**src/rtl/hdmi_period_scheduler_pkg.sv**
```systemverilog
// Shared encodings and island geometry for the HDMI period scheduler.
package hdmi_pkg;

   localparam logic [2:0] PERIOD_CTRL         = 3'd0;
   localparam logic [2:0] PERIOD_VPRE         = 3'd1;
   localparam logic [2:0] PERIOD_VGUARD       = 3'd2;
   localparam logic [2:0] PERIOD_VIDEO        = 3'd3;
   localparam logic [2:0] PERIOD_DPRE         = 3'd4;
   localparam logic [2:0] PERIOD_DGUARD_LEAD  = 3'd5;
   localparam logic [2:0] PERIOD_DATA         = 3'd6;
   localparam logic [2:0] PERIOD_DGUARD_TRAIL = 3'd7;

   localparam logic [3:0] CTL_NONE = 4'b0000;
   localparam logic [3:0] CTL_VPRE = 4'b0001;
   localparam logic [3:0] CTL_DPRE = 4'b0101;

   localparam int PRE_LEN       = 8;
   localparam int GUARD_LEN     = 2;
   localparam int PKT_LEN       = 32;
   localparam int ISLAND_LEN    = PRE_LEN + 2 * GUARD_LEN + PKT_LEN;
   localparam int ISLAND_MARGIN = 12;
   localparam int VPRE_LEN      = 8;
   localparam int VGUARD_LEN    = 2;

   typedef enum logic [2:0] {
      ISL_IDLE,
      ISL_PRE,
      ISL_LGUARD,
      ISL_DATA,
      ISL_TGUARD
   } island_state_e;

   // The island must finish ISLAND_MARGIN clocks before the video preamble starts.
   function automatic logic island_fits(input int h_active, input int offset, input int h_total);
      return (h_active + offset + ISLAND_LEN + ISLAND_MARGIN) <= (h_total - VPRE_LEN - VGUARD_LEN);
   endfunction

endpackage

```
**src/rtl/hdmi_period_scheduler_if.sv**
```systemverilog
// Packet handshake and TMDS period/timing bus between scheduler and encoders.
interface hdmi_period_scheduler_if;

   logic       aux_req;
   logic       aux_ack;
   logic       aux_active;
   logic [9:0] pix_x;
   logic [9:0] pix_y;
   logic       de;
   logic       hsync;
   logic       vsync;
   logic [2:0] period;
   logic [3:0] ctl;

   modport master (
      input  aux_req,
      output aux_ack, aux_active, pix_x, pix_y, de, hsync, vsync, period, ctl
   );

   modport slave (
      output aux_req,
      input  aux_ack, aux_active, pix_x, pix_y, de, hsync, vsync, period, ctl
   );

endinterface

```
**src/rtl/hdmi_period_scheduler_raster_counter.sv**
```systemverilog
// Raster x/y counters with combinational sync, enable and video-preamble window flags.
module hdmi_raster_counter
   import hdmi_pkg::*;
#(
   parameter int H_ACTIVE = 640,
   parameter int H_FRONT  = 16,
   parameter int H_SYNC   = 96,
   parameter int H_TOTAL  = 800,
   parameter int V_ACTIVE = 480,
   parameter int V_FRONT  = 10,
   parameter int V_SYNC   = 2,
   parameter int V_TOTAL  = 525
) (
   input  logic       clk,
   input  logic       resetn,
   output logic [9:0] x_o,
   output logic [9:0] y_o,
   output logic       de_o,
   output logic       hsync_o,
   output logic       vsync_o,
   output logic       vpre_o,
   output logic       vguard_o
);

   logic [9:0] x_q;
   logic [9:0] x_d;
   logic [9:0] y_q;
   logic [9:0] y_d;
   logic       next_line_active_s;

   // Next raster position: x wraps at line end, y advances on that wrap.
   always_comb begin
      x_d = x_q + 10'd1;
      y_d = y_q;
      if (x_q == 10'(H_TOTAL - 1)) begin
         x_d = 10'd0;
         if (y_q == 10'(V_TOTAL - 1)) begin
            y_d = 10'd0;
         end else begin
            y_d = y_q + 10'd1;
         end
      end else begin
         x_d = x_q + 10'd1;
      end
   end

   // Counter registers.
   always_ff @(posedge clk or negedge resetn) begin
      if (!resetn) begin
         x_q <= 10'd0;
         y_q <= 10'd0;
      end else begin
         x_q <= x_d;
         y_q <= y_d;
      end
   end

   // Preamble/guard run on the tail of a line whose successor carries video.
   assign next_line_active_s = (y_q == 10'(V_TOTAL - 1)) || (y_q < 10'(V_ACTIVE - 1));

   assign x_o      = x_q;
   assign y_o      = y_q;
   assign de_o     = (x_q < 10'(H_ACTIVE)) && (y_q < 10'(V_ACTIVE));
   assign hsync_o  = (x_q >= 10'(H_ACTIVE + H_FRONT)) && (x_q < 10'(H_ACTIVE + H_FRONT + H_SYNC));
   assign vsync_o  = (y_q >= 10'(V_ACTIVE + V_FRONT)) && (y_q < 10'(V_ACTIVE + V_FRONT + V_SYNC));
   assign vpre_o   = next_line_active_s
                     && (x_q >= 10'(H_TOTAL - VPRE_LEN - VGUARD_LEN))
                     && (x_q < 10'(H_TOTAL - VGUARD_LEN));
   assign vguard_o = next_line_active_s && (x_q >= 10'(H_TOTAL - VGUARD_LEN));

endmodule

```
**src/rtl/hdmi_period_scheduler.sv**
```systemverilog
// Per-pixel-clock TMDS period sequencer: raster timing plus one data island per line.
module hdmi_period_scheduler
   import hdmi_pkg::*;
#(
   parameter int H_ACTIVE      = 640,
   parameter int H_FRONT       = 16,
   parameter int H_SYNC        = 96,
   parameter int H_TOTAL       = 800,
   parameter int V_ACTIVE      = 480,
   parameter int V_FRONT       = 10,
   parameter int V_SYNC        = 2,
   parameter int V_TOTAL       = 525,
   parameter int ISLAND_OFFSET = 4
) (
   input  logic                    clk,
   input  logic                    resetn,
   hdmi_period_scheduler_if.master bus
);

   localparam logic ISLAND_FITS = island_fits(H_ACTIVE, ISLAND_OFFSET, H_TOTAL);

   logic [9:0]    x_s;
   logic [9:0]    y_s;
   logic          de_s;
   logic          hsync_s;
   logic          vsync_s;
   logic          vpre_s;
   logic          vguard_s;
   logic          start_s;

   island_state_e state_q;
   island_state_e state_d;
   island_state_e cur_state_s;
   logic [5:0]    cnt_q;
   logic [5:0]    cnt_d;
   logic [5:0]    cur_cnt_s;

   logic [2:0]    period_d;
   logic [3:0]    ctl_d;
   logic          aux_ack_d;
   logic          aux_active_d;

   logic [9:0]    pix_x_q;
   logic [9:0]    pix_y_q;
   logic          de_q;
   logic          hsync_q;
   logic          vsync_q;
   logic [2:0]    period_q;
   logic [3:0]    ctl_q;
   logic          aux_ack_q;
   logic          aux_active_q;

   hdmi_raster_counter #(
      .H_ACTIVE (H_ACTIVE),
      .H_FRONT  (H_FRONT),
      .H_SYNC   (H_SYNC),
      .H_TOTAL  (H_TOTAL),
      .V_ACTIVE (V_ACTIVE),
      .V_FRONT  (V_FRONT),
      .V_SYNC   (V_SYNC),
      .V_TOTAL  (V_TOTAL)
   ) u_raster (
      .clk      (clk),
      .resetn   (resetn),
      .x_o      (x_s),
      .y_o      (y_s),
      .de_o     (de_s),
      .hsync_o  (hsync_s),
      .vsync_o  (vsync_s),
      .vpre_o   (vpre_s),
      .vguard_o (vguard_s)
   );

   assign start_s = ISLAND_FITS && (x_s == 10'(H_ACTIVE + ISLAND_OFFSET)) && bus.aux_req;

   // Island state for the current raster cycle (a grant takes effect in the start cycle itself) and its successor.
   always_comb begin
      cur_state_s = state_q;
      cur_cnt_s   = cnt_q;
      if ((state_q == ISL_IDLE) && start_s) begin
         cur_state_s = ISL_PRE;
         cur_cnt_s   = 6'(PRE_LEN - 1);
      end else begin
         cur_state_s = state_q;
         cur_cnt_s   = cnt_q;
      end

      state_d = cur_state_s;
      cnt_d   = cur_cnt_s - 6'd1;
      if ((cur_state_s == ISL_IDLE) || (cur_cnt_s == 6'd0)) begin
         case (cur_state_s)
            ISL_PRE: begin
               state_d = ISL_LGUARD;
               cnt_d   = 6'(GUARD_LEN - 1);
            end
            ISL_LGUARD: begin
               state_d = ISL_DATA;
               cnt_d   = 6'(PKT_LEN - 1);
            end
            ISL_DATA: begin
               state_d = ISL_TGUARD;
               cnt_d   = 6'(GUARD_LEN - 1);
            end
            default: begin
               state_d = ISL_IDLE;
               cnt_d   = 6'd0;
            end
         endcase
      end else begin
         state_d = cur_state_s;
         cnt_d   = cur_cnt_s - 6'd1;
      end
   end

   // Period selection, video periods first; island and video windows never overlap.
   always_comb begin
      period_d = PERIOD_CTRL;
      ctl_d    = CTL_NONE;
      if (de_s) begin
         period_d = PERIOD_VIDEO;
      end else if (vguard_s) begin
         period_d = PERIOD_VGUARD;
      end else if (vpre_s) begin
         period_d = PERIOD_VPRE;
         ctl_d    = CTL_VPRE;
      end else begin
         case (cur_state_s)
            ISL_PRE: begin
               period_d = PERIOD_DPRE;
               ctl_d    = CTL_DPRE;
            end
            ISL_LGUARD: period_d = PERIOD_DGUARD_LEAD;
            ISL_DATA:   period_d = PERIOD_DATA;
            ISL_TGUARD: period_d = PERIOD_DGUARD_TRAIL;
            default:    period_d = PERIOD_CTRL;
         endcase
      end
      aux_ack_d    = (cur_state_s == ISL_LGUARD) && (cur_cnt_s == 6'd0);
      aux_active_d = (cur_state_s == ISL_DATA);
   end

   // Island FSM and registered outputs.
   always_ff @(posedge clk or negedge resetn) begin
      if (!resetn) begin
         state_q      <= ISL_IDLE;
         cnt_q        <= 6'd0;
         pix_x_q      <= 10'd0;
         pix_y_q      <= 10'd0;
         de_q         <= 1'b0;
         hsync_q      <= 1'b0;
         vsync_q      <= 1'b0;
         period_q     <= PERIOD_CTRL;
         ctl_q        <= CTL_NONE;
         aux_ack_q    <= 1'b0;
         aux_active_q <= 1'b0;
      end else begin
         state_q      <= state_d;
         cnt_q        <= cnt_d;
         pix_x_q      <= x_s;
         pix_y_q      <= y_s;
         de_q         <= de_s;
         hsync_q      <= hsync_s;
         vsync_q      <= vsync_s;
         period_q     <= period_d;
         ctl_q        <= ctl_d;
         aux_ack_q    <= aux_ack_d;
         aux_active_q <= aux_active_d;
      end
   end

   assign bus.pix_x      = pix_x_q;
   assign bus.pix_y      = pix_y_q;
   assign bus.de         = de_q;
   assign bus.hsync      = hsync_q;
   assign bus.vsync      = vsync_q;
   assign bus.period     = period_q;
   assign bus.ctl        = ctl_q;
   assign bus.aux_ack    = aux_ack_q;
   assign bus.aux_active = aux_active_q;

endmodule

```
**src/flat_wrapper.sv**
```systemverilog
// flat-port wrapper written by rule: the top's interface ports become plain ports
module hdmi_period_scheduler_flat import hdmi_pkg::*;
#(
   parameter int H_ACTIVE      = 640,
   parameter int H_FRONT       = 16,
   parameter int H_SYNC        = 96,
   parameter int H_TOTAL       = 800,
   parameter int V_ACTIVE      = 480,
   parameter int V_FRONT       = 10,
   parameter int V_SYNC        = 2,
   parameter int V_TOTAL       = 525,
   parameter int ISLAND_OFFSET = 4
)
  (clk, resetn, bus_aux_req, bus_aux_ack, bus_aux_active, bus_pix_x, bus_pix_y, bus_de, bus_hsync, bus_vsync, bus_period, bus_ctl);
  hdmi_period_scheduler_if bus_i ();
  input  logic clk;
  input  logic resetn;
  input wire logic [$bits(bus_i.aux_req)-1:0] bus_aux_req;
  output wire logic [$bits(bus_i.aux_ack)-1:0] bus_aux_ack;
  output wire logic [$bits(bus_i.aux_active)-1:0] bus_aux_active;
  output wire logic [$bits(bus_i.pix_x)-1:0] bus_pix_x;
  output wire logic [$bits(bus_i.pix_y)-1:0] bus_pix_y;
  output wire logic [$bits(bus_i.de)-1:0] bus_de;
  output wire logic [$bits(bus_i.hsync)-1:0] bus_hsync;
  output wire logic [$bits(bus_i.vsync)-1:0] bus_vsync;
  output wire logic [$bits(bus_i.period)-1:0] bus_period;
  output wire logic [$bits(bus_i.ctl)-1:0] bus_ctl;
  assign bus_i.aux_req = bus_aux_req;
  assign bus_aux_ack = bus_i.aux_ack;
  assign bus_aux_active = bus_i.aux_active;
  assign bus_pix_x = bus_i.pix_x;
  assign bus_pix_y = bus_i.pix_y;
  assign bus_de = bus_i.de;
  assign bus_hsync = bus_i.hsync;
  assign bus_vsync = bus_i.vsync;
  assign bus_period = bus_i.period;
  assign bus_ctl = bus_i.ctl;
  hdmi_period_scheduler #(.H_ACTIVE(H_ACTIVE), .H_FRONT(H_FRONT), .H_SYNC(H_SYNC), .H_TOTAL(H_TOTAL), .V_ACTIVE(V_ACTIVE), .V_FRONT(V_FRONT), .V_SYNC(V_SYNC), .V_TOTAL(V_TOTAL), .ISLAND_OFFSET(ISLAND_OFFSET)) u_core (.clk(clk), .resetn(resetn), .bus(bus_i));
endmodule
```
**config.mk**
```make
export PLATFORM = sky130hd
export DESIGN_NAME = hdmi_period_scheduler_flat
export DESIGN_NICKNAME = d
export VERILOG_FILES = /design/src/rtl/hdmi_period_scheduler_pkg.sv /design/src/rtl/hdmi_period_scheduler_if.sv /design/src/rtl/hdmi_period_scheduler_raster_counter.sv /design/src/rtl/hdmi_period_scheduler.sv /design/src/flat_wrapper.sv
export SDC_FILE = /design/constraint.sdc
export NUM_CORES = 1
export LEC_CHECK = 0
export CORE_MARGIN = 2
export CORE_UTILIZATION = 55
export CTS_BUF_LIST = sky130_fd_sc_hd__clkbuf_8
export CTS_CLUSTER_SIZE = 25
export DETAILED_ROUTE_END_ITERATION = 8
export PLACE_DENSITY = 0.81
export SLEW_MARGIN = 25
export SYNTH_ARGS = -nofsm -noshare
export SYNTH_HDL_FRONTEND = slang
export SYNTH_SLANG_ARGS = --single-unit
```
**constraint.sdc**
```tcl
create_clock -name clk -period 3.09 [get_ports clk]
set_input_delay 0.4635 -clock clk [delete_from_list [all_inputs] [get_ports clk]]
set_output_delay 0.4635 -clock clk [all_outputs]
set_load 0.05 [all_outputs]
```
==> impl_metrics.prom, run 1 <==
# TYPE chip_impl_metric gauge
chip_impl_info{name="run_status",value="complete, no violations"} 1
chip_impl_metric{name="avgRoutedWirePerCell",unit="um"} 15.3
chip_impl_metric{name="die_extent_in_x",unit="um"} 71.3
chip_impl_metric{name="drc",unit=""} 0
chip_impl_metric{name="initial_core_util",unit=""} 0.571
chip_impl_metric{name="gr-usage-met3",unit=""} 0.0675
chip_impl_metric{name="async_reset_ff_frac",unit=""} 1.00
chip_impl_metric{name="timing.critical_path.arrival",unit="ns"} 2.86
chip_impl_metric{name="synthDistinctLibCells",unit=""} 47
chip_impl_metric{name="post_synth_inst_count",unit=""} 220
chip_impl_metric{name="fin_tns_setup",unit="ns"} 0
chip_impl_metric{name="cts_post_setup_buffers_inserted",unit=""} 0
chip_impl_metric{name="p_per_area",unit="nW/um^2"} 561
chip_impl_metric{name="vias_in_the_first_global_route",unit=""} 1714
chip_impl_metric{name="antenna_violations_before_repair",unit=""} 0
chip_impl_metric{name="max_slew.worst_pin.slew",unit="ns"} 0.661
chip_impl_metric{name="global_routing_usage_on_met1",unit=""} 0.299
chip_impl_metric{name="grt_ovf",unit=""} 0
chip_impl_metric{name="postRouteWirelength",unit="um"} 4840
chip_impl_metric{name="critical_path_buffer_and_inverter_count",unit=""} 2
chip_impl_metric{name="final_estimated_routing_congestion_in_global_placement",unit=""} 0.877
chip_impl_metric{name="max_stage_delay",unit="ns"} 0.49
chip_impl_metric{name="routed-via-count",unit=""} 1785
chip_impl_metric{name="fp.dieArea",unit="um^2"} 5080
chip_impl_metric{name="finalCriticalPeriod",unit="ns"} 2.60
chip_impl_metric{name="ys.warnings.count",unit=""} 0
chip_impl_metric{name="leakage",unit="nW"} 1.49
chip_impl_metric{name="fmaxAchievable",unit="MHz"} 385
chip_impl_info{name="crit_path_top_delay_cell",value="sky130_fd_sc_hd__or3_1"} 1
chip_impl_metric{name="slew_headroom",unit=""} 0.554
chip_impl_metric{name="cts-buffers-inserted",unit=""} 9
chip_impl_info{name="crit_type",value="reg -> reg"} 1
chip_impl_info{name="end_kind",value="register"} 1
chip_impl_metric{name="synth_enable_flop_cells",unit=""} 0
chip_impl_metric{name="post-route-util",unit=""} 0.716
chip_impl_metric{name="vias_per_cell",unit=""} 5.67
chip_impl_metric{name="design.portCount",unit=""} 35
chip_impl_info{name="worst_setup_path_start_kind",value="register"} 1
chip_impl_metric{name="flop_and_latch_count_out_of_synthesis",unit=""} 59
chip_impl_info{name="timing.hold.worst.class",value="in -> async"} 1
chip_impl_metric{name="cts_sinks",unit=""} 59
chip_impl_info{name="cp_delay_by_family_top",value="simple AND/OR/NAND/NOR gates"} 1
chip_impl_metric{name="cts_clk_pin_slew_worst_paths",unit="ns"} 0.06
chip_impl_metric{name="cts_buffer_depth",unit=""} 2
chip_impl_metric{name="finalNetCount",unit=""} 267
chip_impl_metric{name="gr-usage-met2",unit=""} 0.309
chip_impl_metric{name="placementRows",unit=""} 24
chip_impl_metric{name="final-max-slew-violation-count",unit=""} 0
chip_impl_metric{name="detailedRoute.firstPassIterationCount",unit=""} 4
chip_impl_info{name="cts_tree",value="built"} 1
chip_impl_metric{name="placed_area",unit="um^2"} 2840
chip_impl_metric{name="timing.final.crit_share",unit=""} 0.841
chip_impl_metric{name="mappedNetlistArea",unit="um^2"} 2490
chip_impl_metric{name="global_route.usage.total",unit=""} 0.211
chip_impl_metric{name="finish.instance_area",unit="um^2"} 3120
chip_impl_metric{name="ir_drop",unit="V"} 0.000369
chip_impl_metric{name="clock-skew-final",unit="ns"} 0.00488
chip_impl_metric{name="maxCapViolCount",unit=""} 0
chip_impl_metric{name="ant_nets",unit=""} 0
chip_impl_metric{name="h-tree-depth",unit=""} 3
chip_impl_metric{name="crit_fanout",unit=""} 8
chip_impl_info{name="clock-root-buffer",value="sky130_fd_sc_hd__clkbuf_8"} 1
chip_impl_metric{name="timing.final.hold_violations",unit=""} 0
chip_impl_metric{name="syn2layout_area_growth",unit="%"} 25.4
chip_impl_metric{name="core",unit="um^2"} 4350
chip_impl_metric{name="die_height",unit="um"} 71.3
chip_impl_metric{name="dpl.hpwl",unit="um"} 3240
chip_impl_info{name="rsz0062_at_grt",value="no"} 1
chip_impl_metric{name="drive_above_1_share",unit=""} 0.0913
chip_impl_info{name="grt_busiest_layer",value="met2"} 1
chip_impl_metric{name="grt_start_max_net_pins",unit=""} 26
chip_impl_metric{name="setup_viol",unit=""} 0
chip_impl_info{name="crit_path_cell_trace",value="inv_1, ha_1, and4b_1, and3_1, a21oi_1, ha_1, inv_1, or3_1, or3_1, nand3_1"} 1
chip_impl_metric{name="post_cts_resize_count",unit=""} 0
chip_impl_metric{name="syn-mean-instance-area",unit="um^2"} 11.3
chip_impl_metric{name="portBuffers",unit=""} 32
chip_impl_info{name="ys_dominant_reg_cell",value="sky130_fd_sc_hd__dfrtp_1"} 1
chip_impl_metric{name="synth-seq-area-share",unit=""} 0.594
chip_impl_metric{name="antenna_cells_inserted",unit=""} 0
chip_impl_metric{name="cts_hold_buffers",unit=""} 0
chip_impl_metric{name="latest_clock_arrival_within_the_worst_skew_pair",unit="ns"} 0.33
chip_impl_metric{name="grt_first_pass_wirelength",unit="um"} 8280
chip_impl_metric{name="number_of_violations_reported_at_the_end_of_detailed_routing_iteration_0",unit=""} 213
chip_impl_metric{name="worst_ep_required_time",unit="ns"} 3.35
worst register-to-register path: stages (launching register included):
cell and delay, ns:
sky130_fd_sc_hd__dfrtp_1 0.46, sky130_fd_sc_hd__inv_1 0.07, sky130_fd_sc_hd__ha_1 0.19, sky130_fd_sc_hd__and4b_1 0.21, sky130_fd_sc_hd__and3_1 0.20, sky130_fd_sc_hd__a21oi_1 0.19, sky130_fd_sc_hd__ha_1 0.20, sky130_fd_sc_hd__inv_1 0.06
sky130_fd_sc_hd__or3_1 0.49, sky130_fd_sc_hd__or3_1 0.36, sky130_fd_sc_hd__nand3_1 0.09
kinds of logic (layout without fill, tap and decap cells):
kind of cell	after synthesis	in the layout	synth area share
AO/OA/AOI/OAI	42	42	0.106
XOR/XNOR	11	11	0.0387
adder cells (fa/ha/maj)	6	6	0.0302
buffers and inverters	19	61	0.0357
flip-flops	59	59	0.594
multiplexers	4	4	0.0161
other	1	2	0.00151
AND/OR/NAND/NOR	78	78	0.178
metrics by stage:
step | cells | power, mW | worst slack, ns | hold slack [ns]
global route | 315 | 1.80 | 0.203 | 0.0560
finish | 315 | 1.75 | 0.491 | 0.0423
global placement | 299 | 0.810 | 0.437 | 0.393
floorplan | 221 | 0.794 | 0.700 | 0.168
CTS | 315 | 1.76 | 0.488 | 0.0447
detailed placement | 299 | 0.811 | 0.370 | 0.402
sequential cells by signal (all words and copies together), names as in the netlist, 2 cells and up:
name                 cells
u_core.cnt_q             6
u_core.bus.period        3
u_core.bus.pix_x        10
u_core.state_q           3
u_core.bus.pix_y        10
u_core.u_raster.y_o     10
u_core.bus.ctl           2
u_core.u_raster.x_o     10
power breakdown:
group	switching [mW]	leakage, nW	internal [mW]	total (mW)
registers	0	0.785	0.772	0.772
clock network	0.295	0.141	0.659	0.954
logic	0.0199	0.562	0.00318	0.0231
total	0.315	1.49	1.43	1.75
layout make-up:
cell class / instances / area [um^2]
Clock inverter: 5 / 124
Multi-Input combinational cell: 143 / 926
Clock buffer: 11 / 151
Sequential cell: 59 / 1480
Timing Repair Buffer: 35 / 338
Inverter: 10 / 37.5
Tap cell: 52 / 65.1
Fill cell: 317 / 1240
routing by layer:
| metal | routed length, um | share of wire |
|---|---|---|
| met1 | 2300 | 0.48 |
| met2 | 2190 | 0.45 |
| met3 | 291 | 0.060 |
| met4 | 57 | 0.012 |
| met5 | 0 | 0 |
placed cells by master (no fill, tap or decap), types with 5 or more instances in the layout:
| cell | n |
|---|---|
| sky130_fd_sc_hd__o21ai_1 | 5 |
| sky130_fd_sc_hd__nand3_1 | 14 |
| sky130_fd_sc_hd__nor3_1 | 7 |
| sky130_fd_sc_hd__clkbuf_8 | 11 |
| sky130_fd_sc_hd__clkdlybuf4s50_1 | 31 |
| sky130_fd_sc_hd__or3_1 | 5 |
| sky130_fd_sc_hd__ha_1 | 6 |
| sky130_fd_sc_hd__nor2_1 | 13 |
| sky130_fd_sc_hd__o21ai_0 | 9 |
| sky130_fd_sc_hd__inv_1 | 11 |
| sky130_fd_sc_hd__dfrtp_1 | 59 |
| sky130_fd_sc_hd__nand2_1 | 12 |
| sky130_fd_sc_hd__a21oi_1 | 11 |
| sky130_fd_sc_hd__xnor2_1 | 5 |
| sky130_fd_sc_hd__xor2_1 | 6 |
synth_stat cells (4+ instances only):
cell type / n / area (um^2)
sky130_fd_sc_hd__dfrtp_1: 59 / 1480
sky130_fd_sc_hd__nand3_1: 14 / 70.1
sky130_fd_sc_hd__nor2_1: 13 / 48.8
sky130_fd_sc_hd__nand2_1: 12 / 45.0
sky130_fd_sc_hd__a21oi_1: 11 / 55.1
sky130_fd_sc_hd__inv_1: 10 / 37.5
sky130_fd_sc_hd__o21ai_0: 9 / 45.0
sky130_fd_sc_hd__nor3_1: 7 / 35.0
sky130_fd_sc_hd__ha_1: 6 / 75.1
sky130_fd_sc_hd__xor2_1: 6 / 52.6
sky130_fd_sc_hd__o21ai_1: 5 / 25.0
sky130_fd_sc_hd__or3_1: 5 / 31.3
sky130_fd_sc_hd__xnor2_1: 5 / 43.8
sky130_fd_sc_hd__and3_1: 4 / 25.0
sky130_fd_sc_hd__and4_1: 4 / 35.0
sky130_fd_sc_hd__clkbuf_1: 4 / 15.0
sky130_fd_sc_hd__mux2i_1: 4 / 40.0
sky130_fd_sc_hd__nand4_1: 4 / 25.0
path summary, 6_finish.rpt:
check | start | to | slack [ns] | depth (start not counted)
max | u_core.u_raster.x_o[0] | u_core.state_q[0] | 0.49 | 10
min | resetn | u_core.bus.period[2] | 0.04 | 1
max reg2reg | u_core.u_raster.x_o[0] | u_core.state_q[0] | 0.49 | 10
min reg2reg | u_core.u_raster.y_o[3] | u_core.bus.pix_y[3] | 0.45 | 0
max in group asynchronous | resetn | u_core.cnt_q[1] | 2.40 | 2
min in group clk | u_core.u_raster.y_o[3] | u_core.bus.pix_y[3] | 0.45 | 0
Power figures use the tool's default switching activity.
==> run 2, diff against run 1 <==
clock period = 2.42 ns   (was 3.09 ns; I/O delays follow)
==> run 2 against run 1 <==
  * Combinational power grew 21%
  * Wire length increased by 13%
  * Die area is the same
  * Global-route usage rose by 2.7 points
  * Critical path type unchanged
  * Clock skew grew 0.0041 ns
  * Critical endpoint is now u_core.cnt_q[2]
  * Final cell count increased by 6.3%
  * Non-clock buffer count increased by 20
==> impl_metrics.prom, run 2 (synthesis gave the netlist of run 1 again) <==
# TYPE chip_impl_metric gauge
chip_impl_info{name="crit_path_cell_trace",value="inv_1, ha_1, and4b_1, and3_4, a21oi_4, ha_2, inv_1, or3_4, buf_4, a21o_1, a21oi_1"} 1
chip_impl_info{name="path_common_cell",value="sky130_fd_sc_hd__inv_1"} 1
chip_impl_metric{name="timing.critical_path.arrival",unit="ns"} 2.60
chip_impl_metric{name="placementRows",unit=""} 24
chip_impl_metric{name="dpl.hpwl",unit="um"} 3580
chip_impl_metric{name="maxCapViolCount",unit=""} 0
chip_impl_metric{name="portBuffers",unit=""} 32
chip_impl_metric{name="ir_drop",unit="V"} 0.000519
chip_impl_metric{name="antenna_violations_before_repair",unit=""} 0
chip_impl_metric{name="cts_hold_buffers",unit=""} 0
chip_impl_metric{name="global_route.usage.total",unit=""} 0.238
chip_impl_metric{name="design.portCount",unit=""} 35
chip_impl_metric{name="timing.final.hold_violations",unit=""} 0
chip_impl_metric{name="grt_start_max_net_pins",unit=""} 60
chip_impl_metric{name="drive_above_1_share",unit=""} 0.180
chip_impl_metric{name="timing.final.crit_share",unit=""} 0.971
chip_impl_metric{name="fp.dieArea",unit="um^2"} 5080
chip_impl_metric{name="clock-skew-final",unit="ns"} 0.00900
chip_impl_metric{name="worst_ep_required_time",unit="ns"} 2.67
chip_impl_metric{name="initial_core_util",unit=""} 0.571
chip_impl_metric{name="final-instance-count-excl-fill",unit=""} 335
chip_impl_metric{name="cts_sinks",unit=""} 59
chip_impl_metric{name="p_per_area",unit="nW/um^2"} 654
chip_impl_metric{name="finalNetCount",unit=""} 287
chip_impl_metric{name="timing.critical_path.depth",unit=""} 11
chip_impl_metric{name="vias_per_cell",unit=""} 5.72
chip_impl_metric{name="total_power",unit="mW"} 2.15
chip_impl_info{name="cp_delay_by_family_top",value="simple AND/OR/NAND/NOR gates"} 1
chip_impl_metric{name="routed-via-count",unit=""} 1917
chip_impl_metric{name="die_height",unit="um"} 71.3
chip_impl_metric{name="finalCriticalPeriod",unit="ns"} 2.35
chip_impl_metric{name="fin_worst_hold_slack",unit="ns"} 0.166
chip_impl_info{name="worst_setup_path_start_kind",value="register"} 1
chip_impl_metric{name="crit_fanout",unit=""} 4
chip_impl_metric{name="h-tree-depth",unit=""} 3
chip_impl_info{name="crit_type",value="reg -> reg"} 1
chip_impl_metric{name="slew_headroom",unit=""} 0.521
chip_impl_metric{name="placed_cells_incl_taps",unit=""} 318
chip_impl_metric{name="number_of_violations_reported_at_the_end_of_detailed_routing_iteration_0",unit=""} 149
chip_impl_info{name="most_common_library_cell_in_the_layout_ignoring_fill_and_taps",value="sky130_fd_sc_hd__dfrtp_1"} 1
chip_impl_info{name="run_status",value="complete, no violations"} 1
chip_impl_metric{name="final-max-slew-violation-count",unit=""} 0
chip_impl_info{name="timing.hold.worst.class",value="in -> async"} 1
chip_impl_metric{name="seq_area",unit="um^2"} 1480
chip_impl_metric{name="fill_cells",unit=""} 285
chip_impl_info{name="crit_path_top_delay_cell",value="sky130_fd_sc_hd__or3_4"} 1
chip_impl_metric{name="max_stage_delay",unit="ns"} 0.40
chip_impl_metric{name="fin_tns_setup",unit="ns"} 0
chip_impl_metric{name="grt_ovf",unit=""} 0
chip_impl_metric{name="vias_in_the_first_global_route",unit=""} 1902
chip_impl_metric{name="detailedRoute.firstPassIterationCount",unit=""} 4
chip_impl_info{name="cts_tree",value="built"} 1
chip_impl_metric{name="postRouteWirelength",unit="um"} 5490
chip_impl_metric{name="cts_clk_pin_slew_worst_paths",unit="ns"} 0.07
chip_impl_info{name="clock-root-buffer",value="sky130_fd_sc_hd__clkbuf_8"} 1
chip_impl_metric{name="multi_input_comb_area",unit="um^2"} 966
chip_impl_metric{name="syn2layout_area_growth",unit="%"} 32.4
chip_impl_metric{name="avgRoutedWirePerCell",unit="um"} 16.4
chip_impl_info{name="end_kind",value="register"} 1
chip_impl_metric{name="antenna_cells_inserted",unit=""} 0
chip_impl_metric{name="fmaxAchievable",unit="MHz"} 426
chip_impl_metric{name="cts_buffer_depth",unit=""} 2
chip_impl_metric{name="latest_clock_arrival_within_the_worst_skew_pair",unit="ns"} 0.33
chip_impl_metric{name="drc",unit=""} 0
chip_impl_metric{name="worst-r2r-cell-count",unit=""} 11
chip_impl_metric{name="leakage",unit="nW"} 1.58
chip_impl_metric{name="setup_viol",unit=""} 0
chip_impl_metric{name="cts-buffers-inserted",unit=""} 9
chip_impl_info{name="most-common-layout-cells",value="59 x sky130_fd_sc_hd__dfrtp_1, 31 x sky130_fd_sc_hd__clkdlybuf4s50_1, 23 x sky130_fd_sc_hd__buf_4, 14 x sky130_fd_sc_hd__nand3_1, 13 x sky130_fd_sc_hd__nor2_1"} 1
chip_impl_metric{name="grt_first_pass_wirelength",unit="um"} 9110
chip_impl_metric{name="core",unit="um^2"} 4350
chip_impl_metric{name="max_slew.worst_pin.slew",unit="ns"} 0.719
chip_impl_metric{name="finish.instance_area",unit="um^2"} 3290
chip_impl_metric{name="critical_path_buffer_and_inverter_count",unit=""} 3
chip_impl_metric{name="ant_nets",unit=""} 0
chip_impl_metric{name="final_estimated_routing_congestion_in_global_placement",unit=""} 0.866
chip_impl_metric{name="placed_area",unit="um^2"} 2990
chip_impl_metric{name="die_extent_in_x",unit="um"} 71.3
[run 2: worst register-to-register path: cells and delay by family, from the launching register on]
kind | cells | cell delay, ns
buffers and inverters | 3 | 0.30
adder cells (fa/ha/maj) | 2 | 0.38
AND/OR/NAND/NOR | 3 | 0.79
flip-flops | 1 | 0.36
AO/OA/AOI/OAI | 3 | 0.44
[run 2: stage by stage]
step,setup WS [ns],utilization
final,0.0708,0.756
after global routing,-0.0278,0.756
after CTS,0.0139,0.745
after detailed placement,-0.134,0.686
after global placement,-0.0276,0.686
after floorplan,0.0295,-
[run 2: worst paths after layout]
kind,from,to,slack [ns]
max reg2reg,u_core.u_raster.x_o[0],u_core.cnt_q[2],0.07
max,u_core.u_raster.x_o[0],u_core.cnt_q[2],0.07
min,resetn,u_core.bus.pix_y[5],0.17
min in group clk,u_core.u_raster.y_o[3],u_core.bus.pix_y[3],0.44
max in group asynchronous,resetn,u_core.u_raster.x_o[2],1.77
min reg2reg,u_core.u_raster.y_o[3],u_core.bus.pix_y[3],0.44
[run 2: metal layers]
layer,vias up,track usage,share of wire
met4,0,0.0964,0.022
met5,-,0,0
li1,890,-,-
met1,963,0.308,0.44
met3,12,0.0633,0.047
met2,52,0.385,0.50
[run 2: cell type report]
cell class                      instances  share of cell area
Tap cell                               52              0.0198
Multi-Input combinational cell        143               0.293
Inverter                               10              0.0114
Clock buffer                           12              0.0502
Timing Repair Buffer                   55               0.148
Clock inverter                          4              0.0289
Sequential cell                        59               0.448
[run 2: timing repair]
item	4_1_cts	5_1_grt
gates resized for setup	0	9
setup endpoints to repair	0	8
setup buffers	0	1
[run 2: where the power goes]
part           total, mW  internal [mW]  switching [mW]  leakage [nW]
sequential         0.986          0.986               0         0.785
combinational     0.0279        0.00301          0.0249         0.663
clock               1.14          0.767           0.373         0.133
